### src/rtl/hdmi_pkg.sv
// Shared constants, control-bundle type and colour helper for the HDMI scan-out path.
// Latency: n/a (declarations only).
// Backpressure: n/a.
package hdmi_pkg;

    // 640x480@60 timing, pixel-clock units and lines
    localparam int VGA_H_ACTIVE = 640;
    localparam int VGA_H_FP     = 16;
    localparam int VGA_H_SYNC   = 96;
    localparam int VGA_H_BP     = 48;
    localparam int VGA_V_ACTIVE = 480;
    localparam int VGA_V_FP     = 10;
    localparam int VGA_V_SYNC   = 2;
    localparam int VGA_V_BP     = 33;

    // Sync pulses are active-low for this mode
    localparam logic VGA_SYNC_POL = 1'b0;

    // 4x upscale: 160x120 framebuffer
    localparam int VGA_SCALE_SHIFT = 2;

    // Colour formats
    localparam int RGB332_W = 8;
    localparam int RGB888_W = 24;
    localparam int CHAN_W   = 8;

    // VRAM port B address width
    localparam int VRAM_AW = 16;

    // Timing flags that travel alongside the pixel data through the pipe
    typedef struct packed {
        logic hs;
        logic vs;
        logic de;
        logic fs;
    } vid_ctl_t;

    // Bit-replicating expansion so full-scale codes map to 0xFF
    function automatic logic [RGB888_W-1:0] rgb332_to_rgb888(input logic [RGB332_W-1:0] d);
        return {d[7:5], d[7:5], d[7:6],
                d[4:2], d[4:2], d[4:3],
                d[1:0], d[1:0], d[1:0], d[1:0]};
    endfunction

endpackage

### src/rtl/hdmi_timing_gen.sv
// Horizontal/vertical raster counters with active, sync and wrap decodes.
// Latency: counters are stage-0 state; all decodes are combinational from them.
// Backpressure: none; free-runs while i_enable=1, parked at (0,0) otherwise.
module hdmi_timing_gen
    import hdmi_pkg::*;
#(
    parameter int   H_ACTIVE = VGA_H_ACTIVE,
    parameter int   H_FP     = VGA_H_FP,
    parameter int   H_SYNC   = VGA_H_SYNC,
    parameter int   H_BP     = VGA_H_BP,
    parameter int   V_ACTIVE = VGA_V_ACTIVE,
    parameter int   V_FP     = VGA_V_FP,
    parameter int   V_SYNC   = VGA_V_SYNC,
    parameter int   V_BP     = VGA_V_BP,
    parameter logic SYNC_POL = VGA_SYNC_POL,
    parameter int   HW       = 10,
    parameter int   VW       = 10
) (
    input  logic          i_clk,
    input  logic          i_rst_n,
    input  logic          i_enable,
    output logic [HW-1:0] o_h_cnt,
    output logic [VW-1:0] o_v_cnt,
    output logic          o_active,
    output logic          o_hs,
    output logic          o_vs,
    output logic          o_origin,
    output logic          o_line_end,
    output logic          o_frame_end
);

    localparam int H_TOTAL = H_ACTIVE + H_FP + H_SYNC + H_BP;
    localparam int V_TOTAL = V_ACTIVE + V_FP + V_SYNC + V_BP;

    localparam logic [HW-1:0] H_LAST = HW'(H_TOTAL - 1);
    localparam logic [HW-1:0] H_ACT  = HW'(H_ACTIVE);
    localparam logic [HW-1:0] HS_BEG = HW'(H_ACTIVE + H_FP);
    localparam logic [HW-1:0] HS_END = HW'(H_ACTIVE + H_FP + H_SYNC);

    localparam logic [VW-1:0] V_LAST = VW'(V_TOTAL - 1);
    localparam logic [VW-1:0] V_ACT  = VW'(V_ACTIVE);
    localparam logic [VW-1:0] VS_BEG = VW'(V_ACTIVE + V_FP);
    localparam logic [VW-1:0] VS_END = VW'(V_ACTIVE + V_FP + V_SYNC);

    logic [HW-1:0] r_h_cnt;
    logic [VW-1:0] r_v_cnt;
    logic          w_line_end;
    logic          w_frame_end;

    assign w_line_end  = (r_h_cnt == H_LAST);
    assign w_frame_end = w_line_end && (r_v_cnt == V_LAST);

    // Raster position; reset and disable both park it at the frame origin
    always_ff @(posedge i_clk) begin
        if (!i_rst_n || !i_enable) begin
            r_h_cnt <= '0;
            r_v_cnt <= '0;
        end else if (w_line_end) begin
            r_h_cnt <= '0;
            r_v_cnt <= w_frame_end ? '0 : r_v_cnt + 1'b1;
        end else begin
            r_h_cnt <= r_h_cnt + 1'b1;
        end
    end

    assign o_h_cnt     = r_h_cnt;
    assign o_v_cnt     = r_v_cnt;
    assign o_active    = (r_h_cnt < H_ACT) && (r_v_cnt < V_ACT);
    assign o_hs        = ((r_h_cnt >= HS_BEG) && (r_h_cnt < HS_END)) ? SYNC_POL : ~SYNC_POL;
    assign o_vs        = ((r_v_cnt >= VS_BEG) && (r_v_cnt < VS_END)) ? SYNC_POL : ~SYNC_POL;
    assign o_origin    = (r_h_cnt == '0) && (r_v_cnt == '0);
    assign o_line_end  = w_line_end;
    assign o_frame_end = w_frame_end;

endmodule

### src/rtl/hdmi_scanout.sv
// Scan-out engine: raster timing, upscaled VRAM addressing and RGB332->RGB888 expansion.
// Latency: 3 clk from counter state to every output; all outputs stay mutually aligned.
// Backpressure: none; VRAM port B is read-only with fixed 1-clk latency. The RAM wrapper
// ties web=0, dinb=0 and clkb=clk, so only enb/addrb/doutb appear here.
module hdmi_scanout
    import hdmi_pkg::*;
#(
    parameter int   H_ACTIVE    = VGA_H_ACTIVE,
    parameter int   H_FP        = VGA_H_FP,
    parameter int   H_SYNC      = VGA_H_SYNC,
    parameter int   H_BP        = VGA_H_BP,
    parameter int   V_ACTIVE    = VGA_V_ACTIVE,
    parameter int   V_FP        = VGA_V_FP,
    parameter int   V_SYNC      = VGA_V_SYNC,
    parameter int   V_BP        = VGA_V_BP,
    parameter logic SYNC_POL    = VGA_SYNC_POL,
    parameter int   SCALE_SHIFT = VGA_SCALE_SHIFT
) (
    input  logic                clk,
    input  logic                rst_n,
    input  logic                enable,
    output logic                vram_en,
    output logic [VRAM_AW-1:0]  vram_addr,
    input  logic [RGB332_W-1:0] vram_dout,
    output logic                hsync,
    output logic                vsync,
    output logic                de,
    output logic [CHAN_W-1:0]   red,
    output logic [CHAN_W-1:0]   green,
    output logic [CHAN_W-1:0]   blue,
    output logic                frame_start
);

    localparam int H_TOTAL = H_ACTIVE + H_FP + H_SYNC + H_BP;
    localparam int V_TOTAL = V_ACTIVE + V_FP + V_SYNC + V_BP;
    localparam int HW      = $clog2(H_TOTAL);
    localparam int VW      = $clog2(V_TOTAL);

    localparam logic [VRAM_AW-1:0] FB_W   = VRAM_AW'(H_ACTIVE >> SCALE_SHIFT);
    localparam logic [VW-1:0]      V_ACT  = VW'(V_ACTIVE);
    localparam logic [VW:0]        V_MASK = (VW+1)'((1 << SCALE_SHIFT) - 1);

    localparam vid_ctl_t CTL_IDLE = '{hs: ~SYNC_POL, vs: ~SYNC_POL, de: 1'b0, fs: 1'b0};

    // Stage 0: raster counters and decodes
    logic [HW-1:0] w_h_cnt;
    logic [VW-1:0] w_v_cnt;
    logic          w_active;
    logic          w_hs;
    logic          w_vs;
    logic          w_origin;
    logic          w_line_end;
    logic          w_frame_end;

    hdmi_timing_gen #(
        .H_ACTIVE (H_ACTIVE),
        .H_FP     (H_FP),
        .H_SYNC   (H_SYNC),
        .H_BP     (H_BP),
        .V_ACTIVE (V_ACTIVE),
        .V_FP     (V_FP),
        .V_SYNC   (V_SYNC),
        .V_BP     (V_BP),
        .SYNC_POL (SYNC_POL),
        .HW       (HW),
        .VW       (VW)
    ) u_timing (
        .i_clk       (clk),
        .i_rst_n     (rst_n),
        .i_enable    (enable),
        .o_h_cnt     (w_h_cnt),
        .o_v_cnt     (w_v_cnt),
        .o_active    (w_active),
        .o_hs        (w_hs),
        .o_vs        (w_vs),
        .o_origin    (w_origin),
        .o_line_end  (w_line_end),
        .o_frame_end (w_frame_end)
    );

    // Either reset or disable forces every stage idle; reset wins only in the
    // sense that both paths load identical values.
    logic w_idle;
    assign w_idle = !rst_n || !enable;

    // Row base tracks fb_row*FB_W incrementally so no multiplier is needed.
    // It advances after the last of each group of 2**SCALE_SHIFT repeated lines.
    logic [VRAM_AW-1:0] r_row_base;
    logic [VW:0]        w_v_next;
    logic               w_row_step;
    logic [VRAM_AW-1:0] w_addr0;

    assign w_v_next   = {1'b0, w_v_cnt} + (VW+1)'(1);
    assign w_row_step = (w_v_cnt < V_ACT) && ((w_v_next & V_MASK) == '0);
    assign w_addr0    = r_row_base + VRAM_AW'(w_h_cnt >> SCALE_SHIFT);

    // Row base update at each line wrap; cleared on frame wrap
    always_ff @(posedge clk) begin
        if (w_idle) begin
            r_row_base <= '0;
        end else if (w_line_end) begin
            if (w_frame_end) begin
                r_row_base <= '0;
            end else if (w_row_step) begin
                r_row_base <= r_row_base + FB_W;
            end
        end
    end

    // Stage 1: issue the VRAM read; address holds through blanking
    logic               r_vram_en;
    logic [VRAM_AW-1:0] r_vram_addr;

    always_ff @(posedge clk) begin
        if (w_idle) begin
            r_vram_en   <= 1'b0;
            r_vram_addr <= '0;
        end else begin
            r_vram_en <= w_active;
            if (w_active) begin
                r_vram_addr <= w_addr0;
            end
        end
    end

    assign vram_en   = r_vram_en;
    assign vram_addr = r_vram_addr;

    // Timing flags ride two registers so they land with the RAM data at stage 3
    vid_ctl_t r_ctl1;
    vid_ctl_t r_ctl2;

    // Stages 1-2 of the flag delay line
    always_ff @(posedge clk) begin
        if (w_idle) begin
            r_ctl1 <= CTL_IDLE;
            r_ctl2 <= CTL_IDLE;
        end else begin
            r_ctl1 <= '{hs: w_hs, vs: w_vs, de: w_active, fs: w_origin};
            r_ctl2 <= r_ctl1;
        end
    end

    // Stage 3: registered outputs; colour is blanked outside the active area
    logic                r_hsync;
    logic                r_vsync;
    logic                r_de;
    logic                r_fs;
    logic [RGB888_W-1:0] r_rgb;

    always_ff @(posedge clk) begin
        if (w_idle) begin
            r_hsync <= ~SYNC_POL;
            r_vsync <= ~SYNC_POL;
            r_de    <= 1'b0;
            r_fs    <= 1'b0;
            r_rgb   <= '0;
        end else begin
            r_hsync <= r_ctl2.hs;
            r_vsync <= r_ctl2.vs;
            r_de    <= r_ctl2.de;
            r_fs    <= r_ctl2.fs;
            r_rgb   <= r_ctl2.de ? rgb332_to_rgb888(vram_dout) : '0;
        end
    end

    assign hsync       = r_hsync;
    assign vsync       = r_vsync;
    assign de          = r_de;
    assign frame_start = r_fs;
    assign red         = r_rgb[23:16];
    assign green       = r_rgb[15:8];
    assign blue        = r_rgb[7:0];

endmodule

### config.mk
export PLATFORM = sky130hd
export DESIGN_NAME = hdmi_scanout
export DESIGN_NICKNAME = d
export VERILOG_FILES = /design/src/rtl/hdmi_pkg.sv /design/src/rtl/hdmi_timing_gen.sv /design/src/rtl/hdmi_scanout.sv
export SDC_FILE = /design/constraint.sdc
export NUM_CORES = 1
export LEC_CHECK = 0
export ABC_AREA = 0
export BUFFER_PORTS_ARGS = -buffer_cell sky130_fd_sc_hd__buf_2
export CELL_PAD_IN_SITES_DETAIL_PLACEMENT = 1
export CELL_PAD_IN_SITES_GLOBAL_PLACEMENT = 2
export CORE_ASPECT_RATIO = 0.75
export CORE_MARGIN = 2
export CORE_UTILIZATION = 33
export DETAILED_ROUTE_END_ITERATION = 8
export PLACE_DENSITY_LB_ADDON = 0.15
export RECOVER_POWER = 50
export SYNTH_ARGS = -nofsm -noshare
export SYNTH_HDL_FRONTEND = slang
export SYNTH_SLANG_ARGS = --single-unit
### constraint.sdc
create_clock -name clk -period 2.6 [get_ports clk]
set_input_delay 0.13 -clock clk [delete_from_list [all_inputs] [get_ports clk]]
set_output_delay 0.13 -clock clk [all_outputs]
set_load 0.05 [all_outputs]
# After elaboration in Yosys (flattened, before gate mapping)
# Cells that the tools add are included.
[word_totals]
regBits = 88
output_inout_bits = 45
elab_cells = 52
[classes]
n_addsub = 5
order_cmp = 6
n_eq_ne = 2
mux = 5
bitwise_logic = 1
n_reduce_logical = 16
[op_table]
columns = ["operator", "n"]
rows = [
  ["16-bit 2-to-1 mux", 2],
  ["10-bit by 1-bit adder with 10-bit output (second input constant)", 2],
  ["10-bit equality test (second input constant)", 2],
  ["10-bit logical NOT", 2],
  ["10-bit < comparator (second input constant)", 2],
  ["10-bit by 9-bit < comparator with 1-bit output (second input constant)", 2],
  ["16-bit by 8-bit adder with 16-bit output", 1],
  ["16-bit by 8-bit adder with 16-bit output (second input constant)", 1],
  ["11-bit logical NOT", 1],
  ["10-bit greater-or-equal comparator (second input constant)", 1],
  ["10-bit by 9-bit greater-or-equal comparator with 1-bit output (second input constant)", 1],
  ["10-bit 2-to-1 mux", 1],
  ["1-bit logical AND", 6],
  ["2-bit OR reduction", 2],
  ["2-bit by 1-bit adder with 2-bit output (second input constant)", 1],
  ["1-bit logical NOT", 2],
  ["1-bit 2-to-1 mux", 2],
  ["2-bit AND reduction", 1],
  ["2-bit nonzero test", 1],
  ["1-bit logical OR", 1],
  ["1-bit NOT", 1],
]

# Logic depth before layout (Yosys ltp)
[depth]
ltp_word = 5
ltp_mapped = 9
mapped_depth_nobuf = 6

# Cells and area by module
# From an unflattened synthesis, not the netlist that was laid out.
[unflattened]
hier_cells = 336
area_unflattened_um2 = 3007.9
[modules_own_cells]
columns = ["mod", "n_inst", "cells_each", "area_each_um2"]
rows = [
  ["hdmi_scanout", 1, 200, 1925.6],
  ["hdmi_timing_gen", 1, 136, 1082.3],
]

# Worst setup path after synthesis
# OpenSTA, ideal clock, no wires.
[synth_path]
path_kind = "flip-flop to flip-flop"
from = "reg u_timing.r_h_cnt[5], in the netlist u_timing.o_h_cnt[5]"
to = "reg r_row_base[15]"
setup_time_ns = 0.134
t_arrival_ns = 2.040
slack_ns = 0.426
path_stages_with_launch = 10
synth_period_minus_slack_ns = 2.174
path_cell_list = "dfxtp_1 > buf_6 > or4b_1 > buf_2 > or3_1 > buf_2 > buf_6 > clkbuf_1 > o21ai_0 > mux2i_1"
[synth_via]
elab_chain_len = 4
word_cells_on_any_way = 5
classes_between = "eq/ne (1); mux (1); reduce/logical (3)"
[synth_lines]
columns = ["element", "line", "rtl"]
rows = [
  ["from (decl)", "hdmi_timing_gen.sv:45", "logic [HW-1:0] r_h_cnt;"],
  ["from (signal assigned)", "hdmi_timing_gen.sv:62", "r_h_cnt <= r_h_cnt + 1'b1;"],
  ["10-bit equality test *", "hdmi_timing_gen.sv:50", "assign w_line_end = (r_h_cnt == H_LAST);"],
  ["1-bit logical AND", "hdmi_timing_gen.sv:51", "assign w_frame_end = w_line_end && (r_v_cnt == V_LAST);"],
  ["2-bit nonzero test (no line)", "-", ""],
  ["2-bit AND reduction (no line)", "-", ""],
  ["to (signal assigned)", "hdmi_scanout.sv:105", "r_row_base <= r_row_base + FB_W;"],
  ["to (decl)", "hdmi_scanout.sv:88", "logic [VRAM_AW-1:0] r_row_base;"],
]
# Mark *: on every way between the ends. The rest lies on a longest branch, timed or not.
# A chain may end at the register's enable or synchronous reset.

# Worst setup path after layout
[layout_path]
from = "reg u_timing.r_h_cnt[4], in the netlist u_timing.o_h_cnt[4]"
to = "reg u_timing.r_v_cnt[7], in the netlist u_timing.o_v_cnt[7]"
[layout_via]
elab_chain_len = 3
[layout_lines]
columns = ["element", "line", "rtl"]
rows = [
  ["10-bit equality test *", "hdmi_timing_gen.sv:50", ""],
  ["1-bit logical AND", "hdmi_timing_gen.sv:51", ""],
  ["10-bit 2-to-1 mux", "hdmi_timing_gen.sv:60", "r_v_cnt <= w_frame_end ? '0 : r_v_cnt + 1'b1;"],
  ["to (signal assigned)", "hdmi_timing_gen.sv:60", ""],
  ["to (decl)", "hdmi_timing_gen.sv:46", "logic [VW-1:0] r_v_cnt;"],
]
# Marks and branches as above.

==> flow_summary.toml <==
[outcome]
run_status = "complete, no violations"

[global_routing]
grt_max_degree = 24
first_global_vias = 2550
globalRouteTotalUtil_pct = 16.77
grt_first_pass_wirelength_mm = 13.07
antenna_violations_before_repair = 0
grt-ovfl-total = 0

[clock_network]
cts_tree = "built"
hold_buffers = 8
post_cts.resized_instances = 0
cts_root_buffer = "sky130_fd_sc_hd__clkbuf_16"
cts_buffer_depth = 2
cts_post_setup_buffers_inserted = 0
clk_pin_slew_worst_paths_ns = 0.05
tritoncts.num_buffers = 9
cts_num_sinks = 67
htree_num_levels = 3
worstSkewPairLatency_ns = 0.33

[synthesis]
proportion_of_register_bits_with_asynchronous_set_or_reset_after_synthesis_pct = 0
synth.largest_area_cell = "sky130_fd_sc_hd__dfxtp_1"
synthTopCellsByCount = "67 x sky130_fd_sc_hd__dfxtp_1, 30 x sky130_fd_sc_hd__nand2_1, 24 x sky130_fd_sc_hd__nor2_1"
netlist_instances = 358
netlist_area_um2 = 3100
synth_cell_type_count = 45
yosysWarnings = 0
syn-mean-instance-area_um2 = 8.661
ys_seq_area_share_pct = 43.26
synth.top_cells.by_area = "sky130_fd_sc_hd__dfxtp_1 43%, sky130_fd_sc_hd__buf_4 3.9%, sky130_fd_sc_hd__ha_1 3.6%"
syn-num-nets = 378
yosysMostFrequentCell = "sky130_fd_sc_hd__dfxtp_1"
synth-seq-cells = 67
synth_top_area_share_pct = 43.26
synth-edff-count = 0
synth-main-ff-cell = "sky130_fd_sc_hd__dfxtp_1"

[worst_setup_path]
worst-path-max-fanout = 19
worst-setup-path-type = "flop to flop"
worstReg2RegStart = "u_timing.o_h_cnt[4]$_SDFF_PP0_"
sum_of_buffers_and_inverters_on_the_critical_path = 0
cp_slowest_cell = "sky130_fd_sc_hd__or3_1"
worst_r2r_endpoint = "u_timing.o_v_cnt[7]$_SDFFE_PP0P_"
timing.critical_path.required_ns = 2.86
critical-path-max-stage-delay_ns = 0.64
r2r_cells = 4
worst-endpoint-arrival_ns = 2.66
cpLargestDelayFamily = "simple AND/OR/NAND/NOR gates"
timing.reg2reg.setup_slack_ns = 0.20
setup.worst_path.end_class = "flop"
critPathLaunchType = "flop"
cp_cell_sequence = "or4b_1, or3_1, or4_1, a21oi_1"

[job]
max_cap_viol_count = 0

[placed_design]
gp_routability_congestion = 0.7933
io_buffers = 55
detailed_place_hpwl_mm = 5.950

[drt]
drt_iter0_markers = 65
1st_pass_router_iterations = 4
route.vias.total = 2676
remaining_drc_errors = 0
vias_per_cell = 4.965
post_detailed_route_count_of_antenna_violating_nets = 0
routed_wire_length_per_instance_um = 15.13
postRouteWirelength_mm = 8.155

[final_layout]
antenna_cells_inserted = 0
ratio_of_cells_with_drive_above_1_in_the_final_layout_pct = 11.44
synthToLayoutAreaGrowth_pct = 19.61
fillCellCount = 1102
area.sequential_um2 = 1341
multi_input_comb_area_um2 = 1519
finalNetCount = 426

[timing]
finalClockSkew_ns = 0.005890
setup_total_negative_slack_ns = 0
finalSetupViolations = 0
maxSlewViolCount = 0
worst_pin_slew_ns = 0.6801
timing_hold_violations_final = 0
fin_crit_sh_pct = 92.37
minimum_period_implied_by_the_final_worst_setup_slack_ns = 2.402
rsz0062_at_grt = "false"
achievable-frequency_mhz = 416.4
slew_headroom_pct = 54.66

[power]
static-leakage-power_nw = 1.312
power_w = 0.002228
power_density_nw_per_um2 = 600.8
ir_drop_worst_vdd_v = 0.0003357

[floorplanning]
fp-row-count = 30
initial_core_util_pct = 34.13
die_w_um = 115.9
core_area_um2 = 9084
chipHeight_um = 87.95
top_level_ports = 56
die-area_um2 = 10200

[hold_path]
holdPathStages = 2
holdCritStartpoint = "enable"
min_path_type = "primary input to flop"
holdPathEnd = "r_ctl2[0]$_SDFF_PP0_"
==> cell families after synthesis <==
family	after synthesis	share of synthesized area [%]
AO/OA/AOI/OAI	75	15.21
multiplexers	2	0.6457
AND/OR/NAND/NOR	146	25.10
XOR/XNOR	15	4.237
buffers and inverters	44	7.910
adder cells (fa/ha/maj)	9	3.632
flip-flops	67	43.26
==> registers in the layout (all words and copies together), names as in the netlist, 4 cells and up <==
register,count
r_ctl2,4
r_rgb,8
u_timing.o_v_cnt,10
r_ctl1,4
u_timing.o_h_cnt,10
r_row_base,11
vram_addr,16
==> per-layer routing <==
layer / track usage (%) / wire (um) / part of all wire (%)
met5: 0 / 0 / 0
met4: 5.519 / 100 / 1.2
met3: 4.567 / 312 / 3.8
met2: 25.78 / 3653 / 45
met1: 22.91 / 4089 / 50
==> worst reg2reg max path, delay by kind of cell, from the launching register on <==
kind            cells  cell delay (ns)
compound gates      1             0.16
simple gates        3             1.69
flops               1             0.48
==> cells in the final DEF (no fill, tap or decap), drive strengths merged, types with 2 or more instances in the layout <==
master / n
nand2: 30
ha: 9
and2: 11
and3: 10
o21bai: 2
dlygate4sd3: 8
xnor2: 9
nand4: 5
or3: 10
mux2i: 2
nor2: 24
clkinv: 4
xor2: 6
a31o: 2
a211oi: 7
o31ai: 6
and4: 4
nor2b: 2
buf: 25
nor3: 10
o21ai: 20
o211ai: 4
inv: 8
dfxtp: 67
a2111o: 2
a21oi: 21
o21a: 2
nand3: 15
a31oi: 5
clkbuf: 51
or4: 7
nand2b: 7
nor4: 5
==> power breakdown <==
group          internal (W)  total [W]  switching (W)
logic             0.0000244  0.0000651      0.0000407
registers           0.00103    0.00104     0.00000293
clock network      0.000689    0.00113       0.000438
total               0.00175    0.00223       0.000482
==> worst max-delay path by stage <==
| stage | slack [ns] | cells past startpoint | end | startpoint |
|---|---|---|---|---|
| finish | 0.20 | 4 | u_timing.o_v_cnt[7]$_SDFFE_PP0P_ | u_timing.o_h_cnt[4]$_SDFF_PP0_ |
| global route | 0.07 | 5 | r_row_base[13]$_SDFFE_PP0P_ | u_timing.o_h_cnt[4]$_SDFF_PP0_ |
| CTS | 0.20 | 4 | u_timing.o_v_cnt[7]$_SDFFE_PP0P_ | u_timing.o_h_cnt[4]$_SDFF_PP0_ |
| detailed placement | 0.22 | 5 | r_row_base[8]$_SDFFE_PP0P_ | u_timing.o_h_cnt[4]$_SDFF_PP0_ |
| global placement | 0.27 | 5 | r_row_base[8]$_SDFFE_PP0P_ | u_timing.o_h_cnt[4]$_SDFF_PP0_ |
| floorplan | 0.43 | 9 | r_row_base[15]$_SDFFE_PP0P_ | u_timing.o_h_cnt[5]$_SDFF_PP0_ |
==> stage by stage <==
step	worst slack (ns)	std cells	area [um2]	hold WS (ns)	util, %
3_5_place_dp	0.2153	515	3401	0.3357	37.44
3_3_place_gp	0.2715	515	3401	0.3302	37.44
6_report	0.1984	539	3709	0.08486	40.83
2_1_floorplan	0.4265	358	3100	0.2517	-
5_1_grt	0.06574	539	3709	0.1004	40.83
4_1_cts	0.1984	539	3761	0.07550	41.40
==> cell type report <==
class	count	area share (%)
clock buffer	11	6.815
multi-input combinational	247	40.96
timing repair buffer	73	10.19
tap	128	4.318
clock inverter	5	0.7422
sequential	67	36.17
inverter	8	0.8097
Note: power is estimated with default switching activity, not from simulation.
